[src/rtl/instruction_fetch_if.sv]
// instruction_fetch_if: ROM, redirect and decode-facing handshake bundle of the fetch stage.
interface instruction_fetch_if #(
  parameter int PC_WIDTH    = 8,
  parameter int INSTR_WIDTH = 32
);
  logic [PC_WIDTH-1:0]    imem_addr;
  logic [INSTR_WIDTH-1:0] imem_rd;
  logic                   redirect_valid;
  logic [PC_WIDTH-1:0]    redirect_pc;
  logic                   out_ready;
  logic                   out_valid;
  logic [INSTR_WIDTH-1:0] out_instr;
  logic [PC_WIDTH-1:0]    out_pc;
  logic                   halted;
  modport master (
    output imem_addr, out_valid, out_instr, out_pc, halted,
    input  imem_rd, redirect_valid, redirect_pc, out_ready
  );
  modport slave (
    input  imem_addr, out_valid, out_instr, out_pc, halted,
    output imem_rd, redirect_valid, redirect_pc, out_ready
  );
endinterface

[src/rtl/instruction_fetch.sv]
// instruction_fetch: PC register, combinational ROM addressing and valid/ready output register.
// IFETCH_HALT_ON_NULL_EN: stop fetching on an all-zero word until redirected.
module instruction_fetch #(
  parameter int                  PC_WIDTH    = 8,
  parameter int                  INSTR_WIDTH = 32,
  parameter logic [PC_WIDTH-1:0] RESET_PC    = '0
) (
  input logic                 clk,
  input logic                 rst_n,
  instruction_fetch_if.master bus
);
  typedef enum logic [1:0] {BOOT, RUN, HALT} state_t;
  state_t                 state, state_nx;
  logic [PC_WIDTH-1:0]    pc, pc_nx, out_pc, opc_nx;
  logic [INSTR_WIDTH-1:0] out_instr, instr_nx;
  logic                   out_valid, valid_nx, halted, halted_nx;
  logic                   fire, null_stop;
  assign fire = state == RUN && (!out_valid || bus.out_ready);
`ifdef IFETCH_HALT_ON_NULL_EN
  assign null_stop = bus.imem_rd == '0;
`else
  assign null_stop = 1'b0;
`endif
  assign bus.imem_addr = pc;
  assign bus.out_valid = out_valid;
  assign bus.out_instr = out_instr;
  assign bus.out_pc    = out_pc;
  assign bus.halted    = halted;
  always_ff @(posedge clk or negedge rst_n) begin
    if (!rst_n) begin
      state     <= BOOT;
      pc        <= RESET_PC;
      out_valid <= 1'b0;
      out_instr <= '0;
      out_pc    <= '0;
      halted    <= 1'b0;
    end else begin
      state     <= state_nx;
      pc        <= pc_nx;
      out_valid <= valid_nx;
      out_instr <= instr_nx;
      out_pc    <= opc_nx;
      halted    <= halted_nx;
    end
  end
  // Redirect outranks boot, fetch and stall; anything not listed simply holds.
  always_comb begin
    state_nx  = state;
    pc_nx     = pc;
    valid_nx  = out_valid;
    instr_nx  = out_instr;
    opc_nx    = out_pc;
    halted_nx = halted;
    if (bus.redirect_valid) begin
      pc_nx     = {bus.redirect_pc[PC_WIDTH-1:2], 2'b00};
      valid_nx  = 1'b0;
      state_nx  = RUN;
      halted_nx = 1'b0;
    end else if (state == BOOT) begin
      state_nx = RUN;
    end else if (fire && null_stop) begin
      valid_nx  = 1'b0;
      state_nx  = HALT;
      halted_nx = 1'b1;
    end else if (fire) begin
      instr_nx = bus.imem_rd;
      opc_nx   = pc;
      valid_nx = 1'b1;
      pc_nx    = pc + PC_WIDTH'(4);
    end
  end
endmodule
[src/flat_wrapper.sv]
// flat-port wrapper written by rule: the top's interface ports become plain ports
module instruction_fetch_flat 
#(
  parameter int                  PC_WIDTH    = 8,
  parameter int                  INSTR_WIDTH = 32,
  parameter logic [PC_WIDTH-1:0] RESET_PC    = '0
)
  (clk, rst_n, bus_imem_addr, bus_out_valid, bus_out_instr, bus_out_pc, bus_halted, bus_imem_rd, bus_redirect_valid, bus_redirect_pc, bus_out_ready);
  instruction_fetch_if #(.PC_WIDTH(PC_WIDTH), .INSTR_WIDTH(INSTR_WIDTH)) bus_i ();
  input logic clk;
  input logic rst_n;
  output wire logic [$bits(bus_i.imem_addr)-1:0] bus_imem_addr;
  output wire logic [$bits(bus_i.out_valid)-1:0] bus_out_valid;
  output wire logic [$bits(bus_i.out_instr)-1:0] bus_out_instr;
  output wire logic [$bits(bus_i.out_pc)-1:0] bus_out_pc;
  output wire logic [$bits(bus_i.halted)-1:0] bus_halted;
  input wire logic [$bits(bus_i.imem_rd)-1:0] bus_imem_rd;
  input wire logic [$bits(bus_i.redirect_valid)-1:0] bus_redirect_valid;
  input wire logic [$bits(bus_i.redirect_pc)-1:0] bus_redirect_pc;
  input wire logic [$bits(bus_i.out_ready)-1:0] bus_out_ready;
  assign bus_imem_addr = bus_i.imem_addr;
  assign bus_out_valid = bus_i.out_valid;
  assign bus_out_instr = bus_i.out_instr;
  assign bus_out_pc = bus_i.out_pc;
  assign bus_halted = bus_i.halted;
  assign bus_i.imem_rd = bus_imem_rd;
  assign bus_i.redirect_valid = bus_redirect_valid;
  assign bus_i.redirect_pc = bus_redirect_pc;
  assign bus_i.out_ready = bus_out_ready;
  instruction_fetch #(.PC_WIDTH(PC_WIDTH), .INSTR_WIDTH(INSTR_WIDTH), .RESET_PC(RESET_PC)) u_core (.clk(clk), .rst_n(rst_n), .bus(bus_i));
endmodule
[config.mk]
export PLATFORM = sky130hd
export DESIGN_NAME = instruction_fetch_flat
export DESIGN_NICKNAME = d
export VERILOG_FILES = /design/src/rtl/instruction_fetch_if.sv /design/src/rtl/instruction_fetch.sv /design/src/flat_wrapper.sv
export SDC_FILE = /design/constraint.sdc
export NUM_CORES = 1
export LEC_CHECK = 0
export CAP_MARGIN = 20
export CORE_MARGIN = 2
export CORE_UTILIZATION = 40
export CTS_CLUSTER_DIAMETER = 40
export DETAILED_ROUTE_END_ITERATION = 10
export PLACE_DENSITY = 0.85
export RECOVER_POWER = 50
export SETUP_SLACK_MARGIN = 0.2
export SKIP_CTS_REPAIR_TIMING = 1
export SLEW_MARGIN = 10
export SYNTH_ARGS = -nofsm -noshare
export SYNTH_HDL_FRONTEND = slang
export SYNTH_SLANG_ARGS = --single-unit
[constraint.sdc]
create_clock -name clk -period 1.6 [get_ports clk]
set_input_delay 0.24 -clock clk [delete_from_list [all_inputs] [get_ports clk]]
set_output_delay 0.24 -clock clk [all_outputs]
set_load 0.02 [all_outputs]
==> results.cfg <==
[status]
status = finished, final reports clean

[clock_tree]
root_buffer = clkbuf_8
clkLatencyLatePin_ns = 0.30
clock_path_buffers = 2
cts.clk_slew.worst_paths_ns = 0.09
clkSinkCount = 46
tritoncts = done
cts-buffers-inserted = 5
cts.htree.levels = 2

[finish]
final_cell_area_sq_mm = 0.002934
fin_nets = 281
layout.cells.non_filler = 291
layout_common_cells = clkdlybuf4s50_1 (40), dfrtp_1 (40), clkbuf_1 (38)
drive_above_1_share_pct = 27.85
utilization_pct = 62.95
syn_to_final_growth_pct = 53.27
fill_cells = 387
antennaDiodeCount = 0

[global_route]
grt_pass1_wl_microns = 6568
met1_usage_pct = 18.29
grt_max_degree = 26
grtUsageMet2_pct = 26.53
grt.busiest_layer = met2
first_global_vias = 1435
grt-ovfl-total = 0
gr-usage-all-layers_pct = 16.07
met3_usage_pct = 7.044
antenna_found_initial = 0

[logic_synthesis]
syn_avg_cell_area_sq_um = 13.97
netlist_area_sq_mm = 0.001914
ys_seq_area_share_pct = 60.13
ys_ff_latch = 46
synth_edf_count = 0
async_flop_share_pct = 100.0
syn_inst = 137
ys_types = 25
ys.flop_type = dfrtp_1
synth_warnings = 0

[critical_path]
required_ns = 1.79
endpoint_kind = register
criticalPathCategory = reg2reg
crit_arrival_ns = 1.68
r2r_start = u_core.bus.out_valid
startpoint_type = register
critPathLaunch = u_core.bus.out_valid
cp_max_fo = 11

[sta]
relSlewSlack_pct = 57.50
fmax_mhz = 668.8
rsz0062_at_grt = yes
setup_viol = 0
slew_violations = 0
whs_ns = 0.4819
tightest_slew_ns = 0.6376
min_period_ns = 1.495
finalSetupTns_ns = 0
skew_ns = 0.008203
finalHoldViolCount = 0
fin_crit_sh_pct = 93.45

[detailed_routing]
routedWlPerCell_microns = 16.48
dr.pass1.iters = 4
avgViaCountPerCell = 5.131
vias = 1493
wirelength_microns = 4797
drc = 0
detail-route-antenna-nets = 0
drtIter0Drc = 53

[floorplan]
coreArea_sq_mm = 0.004661
die_h_microns = 73.18
start_util_pct = 41.07
dieArea_sq_mm = 0.005355
row_count = 25
io_pins = 94
die_w_microns = 73.18

[placement]
dpl_cell_area_sq_mm = 0.002844
hpwl_microns = 3063
portBuffers = 86
dp_cells = 276
place_congestion = 0.8407

[power_and_ir_drop]
pwr_density_cell_mw_per_mm2 = 1121
peakVddDrop_mv = 0.6070
p_leak_nw = 1.280

[flow_run]
maxCapViolCount = 0

[worst_hold_path]
holdCritPathClass = in2reg
hold_start = bus_redirect_pc[5]
metal layers:
layer  vias to the layer above  share of wire (%)
met4                         0               0.98
li1                        671                  -
met5                         -                  0
met3                         6                9.3
met1                       744                 40
met2                        72                 50
per-stage QoR:
| stage | setup slack (ns) | power (mW) |
|---|---|---|
| 2_1_floorplan | 0.1293 | 1.972 |
| 3_3_place_gp | -0.1229 | 2.527 |
| 3_5_place_dp | -0.1558 | 2.556 |
| 4_1_cts | -0.06051 | 3.426 |
| 5_1_grt | 0.05571 | 3.454 |
| 6_report | 0.1049 | 3.288 |
critical path: stages (launching register included):
cell	delay (ns)
dfrtp_2	0.41
nor2b_4	0.14
nor3_4	0.18
buf_6	0.16
buf_12	0.14
mux2_2	0.34
registers in the layout, indices dropped and copies added (netlist names):
register / count
u_core.bus.out_instr: 32
u_core.bus.imem_addr: 6
u_core.bus.out_pc: 6
u_core.bus.out_valid: 1
u_core.state: 1
cells in the mapped netlist (all sizes together), types with 2 or more instances:
| cell | count | area, sq um |
|---|---|---|
| nand3 | 6 | 30.03 |
| mux2 | 38 | 427.9 |
| conb | 2 | 7.510 |
| nand2 | 4 | 15.01 |
| nand4 | 2 | 12.51 |
| inv | 2 | 7.500 |
| o21ai | 2 | 10.01 |
| o311ai | 3 | 26.28 |
| nor2 | 8 | 30.03 |
| or4b | 2 | 20.02 |
| dfrtp | 46 | 1151 |
| buf | 11 | 88.83 |
| a31oi | 3 | 18.77 |
cell type report:
class | instances | area, sq um | share of cell area (%)
flip-flops and latches | 46 | 1159 | 39.49
repair buffers | 99 | 808.3 | 27.55
multi-input cells | 81 | 770.7 | 26.27
clock buffers | 5 | 68.82 | 2.345
well taps | 54 | 67.56 | 2.303
clock inverters | 3 | 45.04 | 1.535
inverters | 3 | 15.01 | 0.5117
where the power goes:
part           leakage [nW]  switching (mW)  internal, mW  total (mW)
sequential            0.534           0.124          1.36        1.48
combinational         0.695           0.507         0.431       0.938
clock                0.0504           0.401         0.465       0.866
total                  1.28            1.03          2.26        3.29
kinds of logic (layout without fill, tap and decap cells):
family / Yosys count / count (layout) / share of synthesized area, %
adders and majority gates: 1 / 1 / 0.6535
buffers and inverters: 14 / 110 / 5.228
DFF: 46 / 46 / 60.13
muxes: 38 / 38 / 22.35
and+or+nand+nor: 27 / 27 / 7.974
AOI/OAI and AO/OA: 9 / 9 / 3.268
other: 2 / 6 / 0.3923
final timing paths:
path,end,slack (ns),cells after the start
hold / removal,u_core.bus.imem_addr[5],0.48,3
min in group asynchronous,u_core.bus.out_instr[1],0.49,2
setup reg to reg,u_core.bus.out_instr[20],0.10,5
hold reg to reg,u_core.bus.out_pc[4],0.49,1
setup / recovery,u_core.bus.out_instr[20],0.10,5
max in group asynchronous,u_core.bus.out_instr[21],0.39,3
Power figures use the tool's default switching activity.
